File: src/rtl/lift_pkg.sv
// Shared floor codes, one-hot floor constants, FSM and direction encodings
// used by the lift call scheduler and the floor controller.
package lift_pkg;

    localparam logic [1:0] FIRST  = 2'b00;
    localparam logic [1:0] SECOND = 2'b01;
    localparam logic [1:0] THIRD  = 2'b11;

    localparam logic [2:0] OH_FIRST  = 3'b001;
    localparam logic [2:0] OH_SECOND = 3'b010;
    localparam logic [2:0] OH_THIRD  = 3'b100;

    typedef enum logic [1:0] {
        ST_IDLE   = 2'b00,
        ST_SEEK   = 2'b01,
        ST_ARRIVE = 2'b10
    } state_e;

    typedef enum logic {
        DIR_UP   = 1'b0,
        DIR_DOWN = 1'b1
    } dir_e;

    function automatic logic is_onehot(input logic [2:0] oh);
        return (oh == OH_FIRST) || (oh == OH_SECOND) || (oh == OH_THIRD);
    endfunction

    function automatic logic [2:0] code_to_onehot(input logic [1:0] code);
        case (code)
            FIRST:   return OH_FIRST;
            SECOND:  return OH_SECOND;
            THIRD:   return OH_THIRD;
            default: return 3'b000;
        endcase
    endfunction

    function automatic logic [1:0] onehot_to_code(input logic [2:0] oh);
        case (oh)
            OH_SECOND: return SECOND;
            OH_THIRD:  return THIRD;
            default:   return FIRST;
        endcase
    endfunction

    // Returns {hit, code} of the nearest pending call strictly beyond the
    // current floor in the given direction.
    function automatic logic [2:0] nearest_call(input logic [2:0] calls,
                                                input logic [2:0] floor_oh,
                                                input dir_e       dir);
        logic [2:0] r;
        r = {1'b0, FIRST};
        if (dir == DIR_UP) begin
            case (floor_oh)
                OH_FIRST:  r = calls[1] ? {1'b1, SECOND} :
                               (calls[2] ? {1'b1, THIRD} : {1'b0, FIRST});
                OH_SECOND: r = calls[2] ? {1'b1, THIRD} : {1'b0, FIRST};
                default:   r = {1'b0, FIRST};
            endcase
        end else begin
            case (floor_oh)
                OH_THIRD:  r = calls[1] ? {1'b1, SECOND} :
                               (calls[0] ? {1'b1, FIRST} : {1'b0, FIRST});
                OH_SECOND: r = calls[0] ? {1'b1, FIRST} : {1'b0, FIRST};
                default:   r = {1'b0, FIRST};
            endcase
        end
        return r;
    endfunction

    function automatic logic [1:0] step_code(input logic [2:0] floor_oh,
                                             input logic [1:0] tgt);
        case ({floor_oh, tgt})
            {OH_FIRST,  THIRD}:  return 2'b01;
            {OH_SECOND, THIRD}:  return 2'b01;
            {OH_THIRD,  SECOND}: return 2'b11;
            default:             return 2'b00;
        endcase
    endfunction

endpackage

File: src/rtl/lift_call_latch.sv
// Call button latch: one sync stage, rising-edge detect, and per-floor
// pending-call register with set-over-clear priority.
module lift_call_latch
    import lift_pkg::*;
(
    input  logic       clk,
    input  logic       reset,
    input  logic [2:0] btn,
    input  logic [2:0] clr,
    input  logic [2:0] drop,
    output logic [2:0] call_lamp
);

    logic [2:0] btn_sync_q;
    logic [2:0] btn_q;
    logic [2:0] lamp_q;
    logic [2:0] lamp_d;
    logic [2:0] rise_s;

    assign rise_s = btn_sync_q & ~btn_q;
    assign lamp_d = (lamp_q & ~clr) | (rise_s & ~drop);

    // Button sampling and pending-call register
    always_ff @(posedge clk) begin
        if (reset) begin
            btn_sync_q <= 3'b000;
            btn_q      <= 3'b000;
            lamp_q     <= 3'b000;
        end else begin
            btn_sync_q <= btn;
            btn_q      <= btn_sync_q;
            lamp_q     <= lamp_d;
        end
    end

    assign call_lamp = lamp_q;

endmodule

File: src/rtl/lift_call_scheduler.sv
// Lift call scheduler: picks a target from pending calls, steers the floor
// controller, clears calls on arrival and holds the doors for DWELL cycles.
module lift_call_scheduler
    import lift_pkg::*;
#(
    parameter int DWELL = 4
) (
    input  logic       clk,
    input  logic       reset,
    input  logic [2:0] btn,
    input  logic [2:0] floor,
    output logic [1:0] step,
    output logic       step_valid,
    output logic [1:0] target,
    output logic [2:0] call_lamp,
    output logic       door_open,
    output logic       busy,
    output logic       fault
);

    localparam int CW = (DWELL > 1) ? $clog2(DWELL) : 1;
    localparam logic [CW-1:0] CNT_LOAD = CW'(DWELL - 1);

    state_e       state_q, state_d;
    dir_e         dir_q, dir_d, dir_rev_s;
    logic [1:0]   target_q, target_d;
    logic [CW-1:0] cnt_q, cnt_d;
    logic [1:0]   step_q, step_d;
    logic         step_valid_q, door_open_q, busy_q, fault_q;
    logic [2:0]   clr_s, drop_s, calls_s;
    logic [2:0]   near_fwd_s, near_rev_s;
    logic         floor_ok_s;

    lift_call_latch u_latch (
        .clk       (clk),
        .reset     (reset),
        .btn       (btn),
        .clr       (clr_s),
        .drop      (drop_s),
        .call_lamp (calls_s)
    );

    assign floor_ok_s = is_onehot(floor);
    assign dir_rev_s  = (dir_q == DIR_UP) ? DIR_DOWN : DIR_UP;
    assign near_fwd_s = nearest_call(calls_s, floor, dir_q);
    assign near_rev_s = nearest_call(calls_s, floor, dir_rev_s);

    // Next-state, call clear/drop and dwell counter control
    always_comb begin
        state_d  = state_q;
        dir_d    = dir_q;
        target_d = target_q;
        cnt_d    = cnt_q;
        clr_s    = 3'b000;
        drop_s   = 3'b000;
        step_d   = 2'b00;
        case (state_q)
            ST_IDLE: begin
                if (!floor_ok_s || (calls_s == 3'b000)) begin
                    state_d = ST_IDLE;
                end else if ((calls_s & floor) != 3'b000) begin
                    clr_s    = floor;
                    target_d = onehot_to_code(floor);
                    cnt_d    = CNT_LOAD;
                    state_d  = ST_ARRIVE;
                end else if (near_fwd_s[2]) begin
                    target_d = near_fwd_s[1:0];
                    state_d  = ST_SEEK;
                end else begin
                    dir_d    = dir_rev_s;
                    target_d = near_rev_s[1:0];
                    state_d  = ST_SEEK;
                end
            end
            ST_SEEK: begin
                if (floor == code_to_onehot(target_q)) begin
                    clr_s   = floor;
                    cnt_d   = CNT_LOAD;
                    state_d = ST_ARRIVE;
                end else begin
                    state_d = ST_SEEK;
                end
            end
            ST_ARRIVE: begin
                // A fresh press for the floor being serviced is discarded.
                drop_s = code_to_onehot(target_q);
                if (cnt_q == {CW{1'b0}}) begin
                    state_d = ST_IDLE;
                end else begin
                    cnt_d = cnt_q - CW'(1);
                end
            end
            default: begin
                state_d = ST_IDLE;
            end
        endcase
        if (state_d == ST_SEEK) begin
            step_d = floor_ok_s ? step_code(floor, target_d) : step_q;
        end else begin
            step_d = 2'b00;
        end
    end

    // State, direction, target, counter and registered outputs
    always_ff @(posedge clk) begin
        if (reset) begin
            state_q      <= ST_IDLE;
            dir_q        <= DIR_UP;
            target_q     <= FIRST;
            cnt_q        <= {CW{1'b0}};
            step_q       <= 2'b00;
            step_valid_q <= 1'b0;
            door_open_q  <= 1'b0;
            busy_q       <= 1'b0;
            fault_q      <= 1'b0;
        end else begin
            state_q      <= state_d;
            dir_q        <= dir_d;
            target_q     <= target_d;
            cnt_q        <= cnt_d;
            step_q       <= step_d;
            step_valid_q <= (state_d == ST_SEEK);
            door_open_q  <= (state_d == ST_ARRIVE);
            busy_q       <= (state_d != ST_IDLE);
            fault_q      <= fault_q | ~floor_ok_s;
        end
    end

    assign step       = step_q;
    assign step_valid = step_valid_q;
    assign target     = target_q;
    assign call_lamp  = calls_s;
    assign door_open  = door_open_q;
    assign busy       = busy_q;
    assign fault      = fault_q;

endmodule
File: config.mk
export PLATFORM = sky130hd
export DESIGN_NAME = lift_call_scheduler
export DESIGN_NICKNAME = d
export VERILOG_FILES = /design/src/rtl/lift_pkg.sv /design/src/rtl/lift_call_latch.sv /design/src/rtl/lift_call_scheduler.sv
export SDC_FILE = /design/constraint.sdc
export NUM_CORES = 1
export LEC_CHECK = 0
export CORE_ASPECT_RATIO = 2
export CORE_MARGIN = 5
export CORE_UTILIZATION = 23
export DETAILED_ROUTE_END_ITERATION = 10
export GPL_TIMING_DRIVEN = 0
export PLACE_DENSITY_LB_ADDON = 0.2
export SYNTH_ARGS = -nofsm -noshare
export SYNTH_HDL_FRONTEND = slang
export SYNTH_SLANG_ARGS = --single-unit
File: constraint.sdc
create_clock -name clk -period 3.4 [get_ports clk]
set_clock_uncertainty 0.2 [all_clocks]
set_input_delay 0.68 -clock clk [delete_from_list [all_inputs] [get_ports clk]]
set_output_delay 0.68 -clock clk [all_outputs]
set_load 0.005 [all_outputs]
======== Word-level counts from Yosys, hierarchy flattened ========
Index checks and enable logic that the tools add are counted.
word-level totals
  bits in registers ....................... 22
  latch bits .............................. 0
  bits in writable memories ............... 0
  bits in read-only memories .............. 0
  bits of input ports ..................... 8
  word-level logic and storage cells ...... 91
  memories ................................ 0
operators by class
  add/sub/neg operators ................... 1
  $mul .................................... 0
  divide/modulo/power cells ............... 0
  magnitude comparators ................... 0
  equality and inequality tests ........... 17
  shifts and indexed selects .............. 0
  mux-type cells .......................... 32
  bitwise logic cells ..................... 14
  reductions and logical operators ........ 15
operators by type and width
  kind                                                  number
  two-way mux 3 bit                                     10
  two-way mux 2 bit                                     13
  one-hot mux 3 bit (2 select lines)                    3
  AND 3 bit                                             4
  one-hot mux 2 bit (3 select lines)                    2
  NOT 3 bit                                             3
  one-hot mux 3 bit (3 select lines)                    1
  inequality test 2 bit (second input constant)         4
  one-hot mux 2 bit (2 select lines)                    2
  equality test 2 x 1 -> 1 bit (second input constant)  3
  equality test 2 bit (second input constant)           3
  logical NOT 2 bit                                     3
  nonzero test 3 bit                                    2
  equality test 5 x 3 -> 1 bit (second input constant)  1
  equality test 5 x 4 -> 1 bit (second input constant)  1
  equality test 5 bit (second input constant)           1
  NOT 1 bit                                             5
  AND reduction 5 bit                                   1
  AND reduction 4 bit                                   1
  OR reduction 2 bit                                    2
  equality test 3 x 1 -> 1 bit (second input constant)  1
  equality test 3 x 2 -> 1 bit (second input constant)  1
  equality test 3 bit                                   1
  equality test 3 bit (second input constant)           1
  other kinds (8)                                       10

======== Longest topological paths before layout ========
Gate-level depths: netlist of the first run.
  depth after elaboration ................. 11
  mapped depth ............................ 7

======== By module ========
Synthesis of the first run repeated with hierarchy kept, for this count alone.
second synthesis, totals
  cell total of the unflattened synthesis .. 127
  area, all modules ....................... 1079.8 um^2
modules (own cells, without submodules)
  module               instances  cells each  area each (um^2)  sequential area each (um^2)
  lift_call_scheduler  1          103         802.0             260.2
  lift_call_latch      1          24          277.8             180.2

======== Worst setup path before layout of the first run ========
No wires, ideal clock.
  kind .................................... input to register
  from .................................... in floor[2]
  to ...................................... reg cnt_q[1]
  library setup time ...................... 86 ps
  arrival time ............................ 1982 ps
  setup slack ............................. 1132 ps
  cell stages on the path ................. 6
  buffers on the path ..................... 1
  cells stage by stage .................... buf_6 -> or3b_4 -> or3_4 -> a21oi_2 -> a21oi_2 -> a221oi_2
on the way
  cells in the longest elaborated chain, start to end .. 7
  elaborated cells between the ends (all ways) .. 14
ends and longest elaborated chain
  what                                                                                 RTL line                    source
  from (decl)                                                                          lift_call_scheduler.sv:11   input logic [2:0] floor,
  equality test 3 x 1 -> 1 bit / equality test 3 x 2 -> 1 bit (equally long branches)  lift_pkg.sv:25              return (oh == OH_FIRST) || (oh == OH_SECOND) || (oh == OH_THIRD);
  logical OR 1 bit (2 in a row)                                                        lift_pkg.sv:25
  logical NOT 1 bit                                                                    lift_call_scheduler.sv:59   if (!floor_ok_s || (calls_s == 3'b000)) begin
  logical OR 1 bit                                                                     lift_call_scheduler.sv:59
  inequality test 2 bit (no line)                                                      -
  AND reduction 5 bit (no line) *                                                      -
  to (signal assigned)                                                                 lift_call_scheduler.sv:110  cnt_q <= {CW{1'b0}};
  to (signal assigned)                                                                 lift_call_scheduler.sv:120  cnt_q <= cnt_d;
  to (decl)                                                                            lift_call_scheduler.sv:27   logic [CW-1:0] cnt_q, cnt_d;
Every way passes the cells marked *; elsewhere a longest branch is shown, timed or not.
A chain may end at the register's enable or synchronous reset.

======== Worst setup path in the final report of the first run ========
  from .................................... in floor[2]
  to ...................................... reg step_q[1] (netlist: step[1])
on the way
  cells in the longest elaborated chain, start to end .. 10
  elaborated cells between the ends (all ways) .. 31
ends and longest elaborated chain
  what                                                                             RTL line                                              source
  equality test 3 x 2 -> 1 bit (tied with other cells)                             -
  one-hot mux 3 bit (2 select lines) (tied with other cells)                       lift_pkg.sv:60                                        case (floor_oh)
  two-way mux 2 bit (tied with other cells)                                        lift_pkg.sv:52                                        if (dir == DIR_UP) begin
  two-way mux 2 bit / logical NOT 1 bit (equally long branches)                    lift_call_scheduler.sv:66, lift_call_scheduler.sv:59
  two-way mux 2 bit / logical OR 1 bit (equally long branches)                     lift_call_scheduler.sv:61, lift_call_scheduler.sv:59
  two-way mux 2 bit                                                                lift_call_scheduler.sv:59
  two-way mux 2 bit / one-hot mux 2 bit (3 select lines) (equally long branches)   lift_call_scheduler.sv:57                             case (state_q)
  equality test 5 x 4 -> 1 bit (tied with other cells)                             lift_pkg.sv:72                                        case ({floor_oh, tgt})
  OR reduction 2 bit (no line) / NOT 1 bit (equally long branches)                 -
  one-hot mux 2 bit (2 select lines) / OR reduction 2 bit (equally long branches)  -
  to (signal assigned)                                                             lift_call_scheduler.sv:121                            step_q <= step_d;
  to (decl)                                                                        lift_call_scheduler.sv:28                             logic [1:0] step_q, step_d;
Parallel ways exist; a longest one is shown, timed or not.

==> out/summary.md, run 1 <==
The flow ran to the end, and the final reports show no timing, DRC or antenna violations. The routed via count divided by cell count is 4.89, and the global-route wire length before repair is 4.85 mm. Post-CTS setup-driven buffer insertion count: 0. The tools report the number of buffers between clock root and the deepest sink as 2.

The launching element type of the critical path was an input pin. Sequential elements use 38.9% of the synthesized area. The mapped cell area was 1130 µm²; the number of clock buffers inserted by TritonCTS was 3. The actual slew at the worst max-slew pin is 563 ps, and the area fraction of the dominant cell type after synthesis is 38.9%. Counting I/O delays and the setup requirement, the final critical path takes 2820 ps.

Tracing the worst setup path back leads to its startpoint at floor[2]. The post-synthesis cell type count is 43, and the number of antenna violations at the first check in global routing is 0. For this run, the detailed router's first-pass iteration total came to 4.

The worst hold path terminates at step[0]$_SDFFE_PP0N_. The max-cap violation count came out at 0. The post-route netlist has 10.5% of its cells at a drive strength greater than 1.

The pin count of the biggest net entering global routing is 12. After detailed placement, the total cell area comes to 1370 µm². The most used flip-flop cell after synthesis is sky130_fd_sc_hd__dfxtp_1.

The tools report the reg2reg setup slack as 1340 ps. The total area inside the core boundary comes to 4820 µm². The final count of pins violating max slew was 0; the detailed-route wire length per cell was 13.3 µm.

For this design, the sink count on the clock tree is 22. The critical hold path startpoint is step[0]$_SDFFE_PP0N_. The number of gates resized after CTS was 0.

The number of hold buffers added after CTS was 0. Share of total power in the clock network: 26.7%. The analysis attributes to cell leakage a power of 0.515 nW.

The number of port buffers is 17, and the power density over the cells is 412 nW/µm². The hold path depth is 2, and the number of levels the H-tree was split into is 1. For the worst setup path, the data arrival time is 2820 ps. The tools report the net count after synthesis as 141. The share of flip-flops with an asynchronous set or reset is 0%. Biggest area consumer among synthesized cells: sky130_fd_sc_hd__dfxtp_1. The total half-perimeter wirelength after legalization and detailed placement is 2.23 mm, and the area of the die is 6510 µm². Adding up every negative setup slack in the final design gives 0 ps.

For this run, the post-layout net count is 163. Fraction of the cycle the final worst path needs: 82.9%. The critical path is of the input pin to flop type.

From bottom edge to top edge, the die measures 109 µm. The internal power is 0.422 mW, and the cell depth of the worst flop-to-flop path is 7. Number of global-route vias before repair: 1094. Clock-pin slew was measured on the worst setup and hold paths at 70 ps.

TritonCTS built the clock tree. Global routing used 9.69% of the available tracks. The tree is rooted in a sky130_fd_sc_hd__clkbuf_8. Setup repair after global routing left no endpoint under its margin.

The run gives 29.4% as the fraction of the core area covered by cells at the end of the flow. The detailed router placed 1021 vias in this run. Measured against its own limit, the worst slew margin works out to 62.4%. The number of DRC violations after detailed routing came out at 0.

The upper clock frequency limit came out at 355 MHz. Ranked by total cell area, the synthesized netlist is headed by sky130_fd_sc_hd__dfxtp_1 (39%), sky130_fd_sc_hd__nor2_1 (4.6%), sky130_fd_sc_hd__nor2b_1 (4.4%). End of the worst register-to-register path: cnt_q[1]$_SDFFE_PP0P_. The layout overhead on the synthesized area is 25.0%, and the highest fanout seen on the critical path is 10. The tools report the part of the total power dissipated in combinational logic as 22.7%.

Routability-driven placement finished with a final weighted congestion of 0.867. The count of antenna diodes in the layout is 0, and the warning count from the yosys run is 0. For the detailed router's first-iteration violation count, the log shows 32. After global routing the overflow that remains totals 0. Number of hold violations in the final report: 0.

Summed over all nets, the switching power comes to 0.160 mW. Relative contribution of sequential cells to total power: 50.6%. Pin placement for this block handled 19 I/O pins.

The switching power share of the total came out at 27.5%. The path type of the worst min-delay path was flop to flop. Once detail routing completed, the nets flagged for antenna violations numbered 0.

The total of endpoints with negative setup slack in the final report is 0. The die width came out at 59.6 µm. In this run, synthesis inferred 0 flip-flops with an integrated enable.

After routing the design area is 1420 µm². The critical path endpoint category was a flop. A synthesized cell averages 8.58 µm². The clock reaches the later pin of the worst-skew pair after 260 ps. For the critical path data required time, the log shows 3400 ps. Summed over all layers, the routed wires come to 2.79 mm. VDD sags by at most 245 µV. The floorplan row count came out at 36. Counting every instance in the synthesized netlist gives 132.

In this run the critical register-to-register path is launched from u_latch.call_lamp[1]$_SDFF_PP0_. The synthesized design contains 22 register bits. For this configuration, the core starts out at a cell density of 23.5%.
==> state kept, by name, indices dropped and copies added (netlist names) <==
signal and count:
fault 1, u_latch.btn_sync_q 3, u_latch.btn_q 3, dir_q 1
door_open 1, step_valid 1, cnt_q 2, busy 1
state_q 2, target 2, step 2, u_latch.call_lamp 3
==> cell usage in the layout (no fill, tap or decap), types with 5 or more instances in the layout <==
master,netlist,routed
sky130_fd_sc_hd__nand3b_1,5,5
sky130_fd_sc_hd__nor2b_1,8,8
sky130_fd_sc_hd__o21ai_0,6,6
sky130_fd_sc_hd__inv_1,6,6
sky130_fd_sc_hd__nor2_1,14,14
sky130_fd_sc_hd__clkdlybuf4s50_1,0,17
sky130_fd_sc_hd__nand2_1,6,6
sky130_fd_sc_hd__a21oi_1,9,9
sky130_fd_sc_hd__dfxtp_1,22,22
==> power by group through the flow <==
| stage | clock [mW] | sequential (mW) | combinational [mW] |
|---|---|---|---|
| after floorplan | 0 | 0.297 | 0.0853 |
| after CTS | 0.165 | 0.295 | 0.134 |
| after global routing | 0.178 | 0.298 | 0.150 |
| after global placement | 0 | 0.300 | 0.132 |
| after detailed placement | 0 | 0.301 | 0.134 |
| final | 0.156 | 0.295 | 0.132 |
==> area by class of cell <==
cell class,count,area (µm²)
Timing Repair Buffer,17,170
Sequential cell,22,440
Fill cell,515,3400
Clock buffer,3,41.3
Inverter,7,26.3
Tap cell,57,71.3
Multi-Input combinational cell,96,629
Buffer,7,36.3
==> worst max path at each step <==
stage / endpoint / slack [ps] / cells past startpoint
3_5_place_dp: step[1]$_SDFFE_PP0N_ / 320 / 8
3_3_place_gp: step[1]$_SDFFE_PP0N_ / 340 / 8
6_report: step[1]$_SDFFE_PP0N_ / 580 / 8
5_1_grt: step[1]$_SDFFE_PP0N_ / 420 / 8
4_1_cts: step[1]$_SDFFE_PP0N_ / 590 / 8
2_1_floorplan: cnt_q[1]$_SDFFE_PP0P_ / 1130 / 6
==> Yosys cell counts (2+ instances only) <==
| library cell | count |
|---|---|
| sky130_fd_sc_hd__a211oi_1 | 3 |
| sky130_fd_sc_hd__a21o_1 | 3 |
| sky130_fd_sc_hd__a21oi_1 | 9 |
| sky130_fd_sc_hd__a21oi_2 | 2 |
| sky130_fd_sc_hd__a221oi_2 | 2 |
| sky130_fd_sc_hd__buf_2 | 2 |
| sky130_fd_sc_hd__clkbuf_1 | 4 |
| sky130_fd_sc_hd__dfxtp_1 | 22 |
| sky130_fd_sc_hd__inv_1 | 6 |
| sky130_fd_sc_hd__nand2_1 | 6 |
| sky130_fd_sc_hd__nand2b_1 | 3 |
| sky130_fd_sc_hd__nand3_1 | 2 |
| sky130_fd_sc_hd__nand3b_1 | 5 |
| sky130_fd_sc_hd__nor2_1 | 14 |
| sky130_fd_sc_hd__nor2b_1 | 8 |
| sky130_fd_sc_hd__nor3_1 | 2 |
| sky130_fd_sc_hd__nor3b_1 | 2 |
| sky130_fd_sc_hd__o211a_1 | 2 |
| sky130_fd_sc_hd__o21ai_0 | 6 |
| sky130_fd_sc_hd__o21ai_1 | 4 |
| sky130_fd_sc_hd__o31a_1 | 2 |
| sky130_fd_sc_hd__or3_1 | 2 |
==> kinds of logic after synthesis <==
| family | Yosys count | synth area share (%) |
|---|---|---|
| mux | 1 | 0.884 |
| fa+ha+maj | 1 | 1.10 |
| simple gates | 51 | 25.6 |
| xor+xnor | 2 | 1.55 |
| buf+inv | 14 | 5.52 |
| flops | 22 | 38.9 |
| compound gates | 41 | 26.4 |
==> metrics by stage <==
step                power (mW)  std cells  hold slack (ps)  setup WS (ps)
floorplan                0.382        132              230           1130
finish                   0.582        209              259            581
global route             0.626        209              289            423
global placement         0.433        206              244            339
detailed placement       0.434        206              253            319
CTS                      0.594        209              264            592
==> metal layers <==
| metal | part of all wire (%) | global-route usage (%) |
|---|---|---|
| met2 | 56 | 18.0 |
| met5 | 0 | 0 |
| met3 | 1.8 | 1.30 |
| met1 | 37 | 8.72 |
| met4 | 5.4 | 7.92 |
==> critical path: stages <==
cell	delay [ps]
sky130_fd_sc_hd__clkdlybuf4s50_1	500
sky130_fd_sc_hd__buf_6	190
sky130_fd_sc_hd__nor3b_1	480
sky130_fd_sc_hd__a21oi_1	140
sky130_fd_sc_hd__a221oi_2	370
sky130_fd_sc_hd__o21ai_1	140
sky130_fd_sc_hd__o31a_1	260
sky130_fd_sc_hd__nor2_2	70
Power figures use the tool's default switching activity.
==> run 2, diff against run 1 <==
Clock period 3.4 ns to 2.8 ns, I/O delays scaled along.
==> out/summary.md, run 2 (same netlist as run 1, synthesis figures left out) <==
The run finished with clean final reports. The part of the total power dissipated in combinational logic came out at 22.7% (about the same). The run gives 64.0% (+1.6 points) as the normalized max-slew margin. The total of endpoints with negative setup slack in the final report was 0 (unchanged). The filler-free cell count of the finished design is 209 (unchanged). Critical path data required time: 2790 ps (-610 ps). Internal power: 0.513 mW (+21%). For the floorplan row count, the log shows 36 (unchanged). The standby leakage power is 0.517 nW (+0.35%).

The tools report the total number of clock tree sinks as 22 (unchanged). Launching element type of the critical path: an input pin. The total core area is 4820 µm² (unchanged), and the shortest period the worst path allows is 2610 ps.

The run gives 1 (unchanged) as the number of levels the H-tree was split into. The starting utilization of the core area is 23.5% (unchanged). For the clock insertion delay at the later pin of the skew report, the log shows 260 ps (about the same). Number of hold violations in the final report: 0 (unchanged). The top cell types in the final layout, fill and taps aside, are sky130_fd_sc_hd__dfxtp_1 (22), sky130_fd_sc_hd__clkdlybuf4s50_1 (17), sky130_fd_sc_hd__nor2_1 (14). Number of clock buffers inserted by TritonCTS: 3 (unchanged). The tools report the last weighted congestion value of the routability-driven placer as 0.867 (unchanged). The fraction of final layout cells sized beyond drive strength 1 was 11.2% (+0.66 points); the total number of vias was 1024 (+0.29%). The startpoint of the most critical register-to-register path is u_latch.call_lamp[1]$_SDFF_PP0_. Remaining global-route overflow: 0 (unchanged). The upper clock frequency limit is 382 MHz.

The run gives 19 (unchanged) as the I/O pin total. The area growth from synthesis to layout is 25.4%. The actual slew at the worst max-slew pin came out at 540 ps (-23.0 ps). The count of antenna diodes in the layout came out at 0 (unchanged). The highest fanout seen on the critical path came out at 7 (-3). The max-cap violation count was 0 (unchanged); the global-route usage over all layers was 9.69% (unchanged). The run gives 0 (unchanged) as the quantity of hold-fixing buffers added after cts. The tools report the total half-perimeter wirelength after legalization and detailed placement as 2.23 mm (unchanged). Switching power share of the total: 27.5% (about the same). The run gives 440 µm² (unchanged) as the area used by sequential logic in the layout.

Category of the critical setup timing path: input pin to flop. The antenna violation net count after detailed routing was 0 (unchanged). STA classifies the critical path endpoint as a flop.

Die width: 59.6 µm (unchanged). Worst hold path endpoint: step[0]$_SDFFE_PP0N_. The area of the die was 6510 µm² (unchanged); the global-route wire length before repair was 4.85 mm (unchanged). The pin count of the biggest net entering global routing is 12 (unchanged), and the hold path depth is 2 (unchanged). End of the worst register-to-register path: cnt_q[1]$_SDFFE_PP0P_.

The number of buffers between clock root and the deepest sink is 2 (unchanged), and the net switching power is 0.194 mW (+22%). TritonCTS built the clock tree. The clock-pin slew of the registers on the worst-case setup and hold paths was 70 ps (about the same).

The share of total power in the clock network was 26.7% (about the same); the die span in y was 109 µm (unchanged). The run gives 0 (unchanged) as the final count of pins violating max slew. The number of global-route vias before repair came out at 1094 (unchanged). The post-layout net count is 163 (unchanged), and the post-CTS setup-driven buffer insertion count is 0 (unchanged). The maximum vdd drop is 298 µV (+21%), and the relative contribution of sequential cells to total power is 50.6% (about the same).

For the data arrival time of the critical path, the log shows 2610 ps (-210 ps). Setup repair after global routing left no endpoint under its margin. The root buffer cell was sky130_fd_sc_hd__clkbuf_8.

The number of antenna violations at the first check in global routing is 0 (unchanged). The logs give 740 ps (-600 ps) for the reg2reg setup slack and 30 (-6.3%) for the detailed router's first-iteration violation count. For the first-pass detailed-route iteration total, the log shows 4 (unchanged).

The total instance count after detailed placement was 206 (unchanged). The detailed-route wire length per cell works out to 13.3 µm (-0.29%). In this run the worst hold path is classified as flop to flop. Area used by multi-input combinational logic: 634 µm² (+0.80%). The number of DRC violations after detailed routing was 0 (unchanged); the final critical-path setup slack was 185 ps (-396 ps).

The fraction of the cycle the final worst path needs works out to 93.4%. The number of port buffers was 17 (unchanged). The run gives 514 (-0.19%) as the number of inserted filler cells in the final layout. The power density over the cells is 498 nW/µm² (+21%).

The run gives -161 ps (-480 ps) as the placement-stage worst setup slack. The cell depth of the worst flop-to-flop path came out at 7 (unchanged). The startpoint identified for the worst hold timing path is step[0]$_SDFFE_PP0N_. The routed via count divided by cell count works out to 4.90 (+0.29%). The total length of routed wires was 2.78 mm (-0.29%).

Leaving out fill and tap cells, the most frequent cell in the layout is sky130_fd_sc_hd__dfxtp_1.
run 2: cell counts in the layout (fill, tap and decap cells not counted):
No cell type changed its count.
run 2: through the flow:
step                      area, µm²  TNS [ps]  hold WS [ps]  total power, mW  utilization [%]
after floorplan                1130         0           230            0.464                -
after global placement         1370      -314           244            0.525             28.5
after detailed placement       1370      -411           253            0.528             28.5
after CTS                      1420         0           264            0.721             29.4
after global routing           1420         0           289            0.761             29.5
final                          1420         0           259            0.708             29.5
run 2: what timing repair did:
item,in CTS,in global routing
resized for setup,0,1
endpoints found under the setup margin,0,2
endpoints found under the hold margin,0,0
run 2: routing by layer:
layer | GRT usage (%) | part of all wire, % | vias to the layer above
met2 | 18.0 | 56 | 17
met3 | 1.30 | 1.8 | 13
met1 | 8.72 | 37 | 475
met4 | 7.92 | 5.4 | 0
met5 | 0 | 0 | -
li1 | - | - | 519
run 2: worst max-delay path by stage:
stage	from	end	slack (ps)	cells past startpoint
2_1_floorplan	floor[2]	cnt_q[1]$_SDFFE_PP0P_	650	6
3_3_place_gp	floor[2]	step[1]$_SDFFE_PP0N_	-140	8
3_5_place_dp	floor[2]	step[1]$_SDFFE_PP0N_	-160	8
4_1_cts	floor[2]	step[1]$_SDFFE_PP0N_	110	8
5_1_grt	floor[2]	step[0]$_SDFFE_PP0N_	90	8
6_report	floor[1]	step[0]$_SDFFE_PP0N_	190	7
run 2: critical path, stage by stage:
cell and delay (ps):
sky130_fd_sc_hd__clkdlybuf4s50_1 540, sky130_fd_sc_hd__xnor2_1 320, sky130_fd_sc_hd__a2bb2oi_1 360, sky130_fd_sc_hd__a221oi_2 130
sky130_fd_sc_hd__or3_1 360, sky130_fd_sc_hd__a21bo_1 200, sky130_fd_sc_hd__a21oi_1 130
run 2: power by group through the flow:
| stage | clock [mW] | sequential, mW | combinational (mW) |
|---|---|---|---|
| 6_report | 0.189 | 0.358 | 0.161 |
| 3_3_place_gp | 0 | 0.365 | 0.161 |
| 5_1_grt | 0.216 | 0.362 | 0.183 |
| 4_1_cts | 0.200 | 0.358 | 0.163 |
| 3_5_place_dp | 0 | 0.365 | 0.162 |
| 2_1_floorplan | 0 | 0.361 | 0.104 |
run 2: final cells by class:
| class | count | area share (%) |
|---|---|---|
| flip-flops and latches | 22 | 31.0 |
| inverters | 7 | 1.85 |
| multi-input cells | 96 | 44.7 |
| clock buffers | 3 | 2.91 |
| plain buffers | 7 | 2.56 |
| well taps | 57 | 5.02 |
| repair buffers | 17 | 12.0 |
==> run 3, diff against run 2 <==
==> constraint.sdc (replaced) <==
create_clock -name clk -period 2.2 [get_ports clk]
set_clock_uncertainty 0.2 [all_clocks]
set_input_delay 0.55 -clock clk [delete_from_list [all_inputs] [get_ports clk]]
set_output_delay 0.55 -clock clk [all_outputs]
set_load 0.005 [all_outputs]
==> out/summary.md, run 3 (same netlist as run 1, synthesis figures left out) <==
The logs give 260 ps (about the same) for the clock insertion delay at the later pin of the skew report and 19 (unchanged) for the I/O pin total. The largest incremental delay on the critical path was 380 ps (-160 ps). The normalized max-slew margin came out at 64.4% (+0.38 points). The run gives 2180 ps (-610 ps) as the critical path data required time. The number of DRC violations after detailed routing was 0 (unchanged).

The total of endpoints with negative setup slack in the final report was 0 (unchanged); the fraction of the cycle the final worst path needs was 96.7%. The critical path in this run is classified as input pin to flop. Actual slew at the worst max-slew pin: 535 ps (-5.64 ps). The standby leakage power was 0.557 nW (+7.6%); the internal power was 0.668 mW (+30%).

Highest-utilization routing layer at the global route stage: met2. The min-delay analysis places its worst path in the category flop to flop. The run gives 4820 µm² (unchanged) as the total core area. The total number of vias is 1060 (+3.5%), and the met1 demand-to-capacity share in global routing is 9.22% (+0.50 points).

The switching power share of the total works out to 27.9% (+0.45 points). The die span in y works out to 109 µm (unchanged). For the net switching power, the log shows 0.259 mW (+33%). The run gives 17 (-43%) as the detailed router's first-iteration violation count. The relative contribution of sequential cells to total power was 49.3% (-1.3 points); the upper clock frequency limit was 470 MHz. Number of port buffers: 17 (unchanged). Compared with the post-synthesis result, the final layout area differs by 32.9%.

Remaining global-route overflow: 0 (unchanged). The final critical-path setup slack was 72.7 ps (-113 ps). Setup repair after global routing left no endpoint under its margin. The logs give 1510 µm² (+6.0%) for the area of all placed cells without fillers and 213 (+1.9%) for the filler-free cell count of the finished design. The tools report the total instance count after detailed placement as 206 (unchanged). The part of the total power dissipated in combinational logic was 24.6% (+1.9 points). The number of buffers between clock root and the deepest sink is 2 (unchanged). The most common cell type on the critical path is sky130_fd_sc_hd__a21oi_4.

The tools report the power consumption as 0.926 mW (+31%). The number of antenna violations at the first check in global routing came out at 0 (unchanged). The final count of pins violating max slew is 0 (unchanged). The flow ran to the end, and the final reports show no timing, DRC or antenna violations. The worst setup path is captured at a flop. For the total length of routed wires, the log shows 2.87 mm (+3.3%). The run gives 23.5% (unchanged) as the starting utilization of the core area. Global routing met2 resource utilization: 18.7% (+0.70 points). The number of global-route vias before repair was 1110 (+1.5%); the number of hold violations in the final report was 0 (unchanged).

The library cell used most frequently in the layout, excluding fill and tap cells, is sky130_fd_sc_hd__dfxtp_1. The count of antenna diodes in the layout was 0 (unchanged); the power density over the cells was 615 nW/µm² (+23%). Traced cell by cell, the critical path runs through buf_2 > buf_6 > or3b_4 > or3_4 > a21oi_4 > a21oi_4 > a221oi_2. The run gives 1.30% (unchanged) as the met3 global-route usage. The fraction of the core area covered by cells at the end of the flow came out at 31.2% (+1.8 points). In this run the most critical hold path is launched from step[0]$_SDFFE_PP0N_. The tools report the global-route usage over all layers as 9.95% (+0.26 points). Data arrival time of the critical path: 2100 ps (-510 ps).

The last weighted congestion value of the routability-driven placer was 0.867 (unchanged); the maximum vdd drop was 392 µV (+32%). The worst hold slack is 256 ps (-3.33 ps), and the total half-perimeter wirelength after legalization and detailed placement is 2.23 mm (unchanged). The number of clock buffers inserted by TritonCTS is 3 (unchanged). The worst register-to-register path begins at u_latch.call_lamp[2]$_SDFF_PP0_. Count of buffering cells on the critical path with inverters included: 2 (+1). The largest individual stage delay along the critical path comes from the cell sky130_fd_sc_hd__or3b_4.

The total number of clock tree sinks was 22 (unchanged). Broken down by cell family, the worst path's largest delay share belongs to simple AND/OR/NAND/NOR gates. The clock-pin slew of the registers on the worst-case setup and hold paths is 70 ps (about the same). The quantity of hold-fixing buffers added after cts is 0 (unchanged). Counting I/O delays and the setup requirement, the final critical path takes 2130 ps.

The run gives 1370 µm² (unchanged) as the post-place instance area. The tools report the area of the die as 6510 µm² (unchanged). The tree is rooted in a sky130_fd_sc_hd__clkbuf_8. TritonCTS built the clock tree.

The highest fanout seen on the critical path was 6 (-1); the fraction of final layout cells sized beyond drive strength 1 was 20.5% (+9.3 points). The setup TNS was 0 ps (unchanged). The run gives 167 (+2.5%) as the post-layout net count. The global-route wire length before repair came out at 5.00 mm (+3.0%). The launching element type of the critical path was an input pin. The library cells used most frequently in the layout, excluding fill and tap cells, are sky130_fd_sc_hd__dfxtp_1 (22), sky130_fd_sc_hd__nor2_1 (14), sky130_fd_sc_hd__clkdlybuf4s50_1 (14). The antenna violation net count after detailed routing is 0 (unchanged), and the routed via count divided by cell count is 4.98 (+1.6%).

The pin count of the biggest net entering global routing is 12 (unchanged), and the placement-stage worst setup slack is -751 ps (-590 ps). Tracing the worst setup path back leads to its startpoint at floor[2]. The number of levels the H-tree was split into was 1 (unchanged); the detailed-route wire length per cell was 13.5 µm (+1.4%). Share of total power in the clock network: 26.0% (-0.7 points). The first-pass detailed-route iteration total was 4 (unchanged); the die width was 59.6 µm (unchanged). The logs give 0 (unchanged) for the max-cap violation count and 36 (unchanged) for the floorplan row count.
## run 3: cell types whose count changed in the layout (fill, tap and decap cells not counted), moves of 2 or more
cell / before / now
sky130_fd_sc_hd__buf_4: 0 / 4
sky130_fd_sc_hd__clkdlybuf4s50_1: 17 / 14
sky130_fd_sc_hd__a21oi_2: 2 / 0
sky130_fd_sc_hd__a21oi_4: 0 / 2
sky130_fd_sc_hd__buf_6: 1 / 3
## run 3: final timing paths
| path | endpoint | slack, ps | depth (start not counted) |
|---|---|---|---|
| setup / recovery | cnt_q[1]$_SDFFE_PP0P_ | 70 | 7 |
| hold reg to reg | step[0]$_SDFFE_PP0N_ | 260 | 2 |
| setup reg to reg | step[1]$_SDFFE_PP0N_ | 180 | 6 |
| hold / removal | step[0]$_SDFFE_PP0N_ | 260 | 2 |
## run 3: routing by layer
metal  share of wire, %  vias to the layer above
met5                  0                        -
met1                 36                      509
met2                 58                       18
met3                2.0                       11
met4                4.5                        0
li1                   -                      522
## run 3: power by group through the flow
stage | clock (mW) | sequential, mW | combinational, mW
3_5_place_dp | 0 | 0.465 | 0.206
5_1_grt | 0.275 | 0.462 | 0.256
4_1_cts | 0.255 | 0.457 | 0.223
6_report | 0.241 | 0.457 | 0.228
2_1_floorplan | 0 | 0.459 | 0.132
3_3_place_gp | 0 | 0.464 | 0.204
## run 3: layout make-up
| type | count | area, µm² |
|---|---|---|
| buffer | 7 | 50.0 |
| clock buffer | 3 | 41.3 |
| fill | 499 | 3310 |
| inverter | 7 | 26.3 |
| multi-input combinational | 96 | 691 |
| sequential | 22 | 440 |
| tap | 57 | 71.3 |
| timing repair buffer | 21 | 185 |
## run 3: tightest hold or removal path: stages (launching register included)
cell and delay (ps):
sky130_fd_sc_hd__dfxtp_1 310, sky130_fd_sc_hd__nand2_1 50, sky130_fd_sc_hd__a21oi_1 50
## run 3: repair_timing
| action | in CTS | in global routing |
|---|---|---|
| gates resized for setup | 19 | 12 |
| pin swaps | 4 | 4 |
| endpoints found under the setup margin | 15 | 9 |
| setup buffers | 4 | 0 |
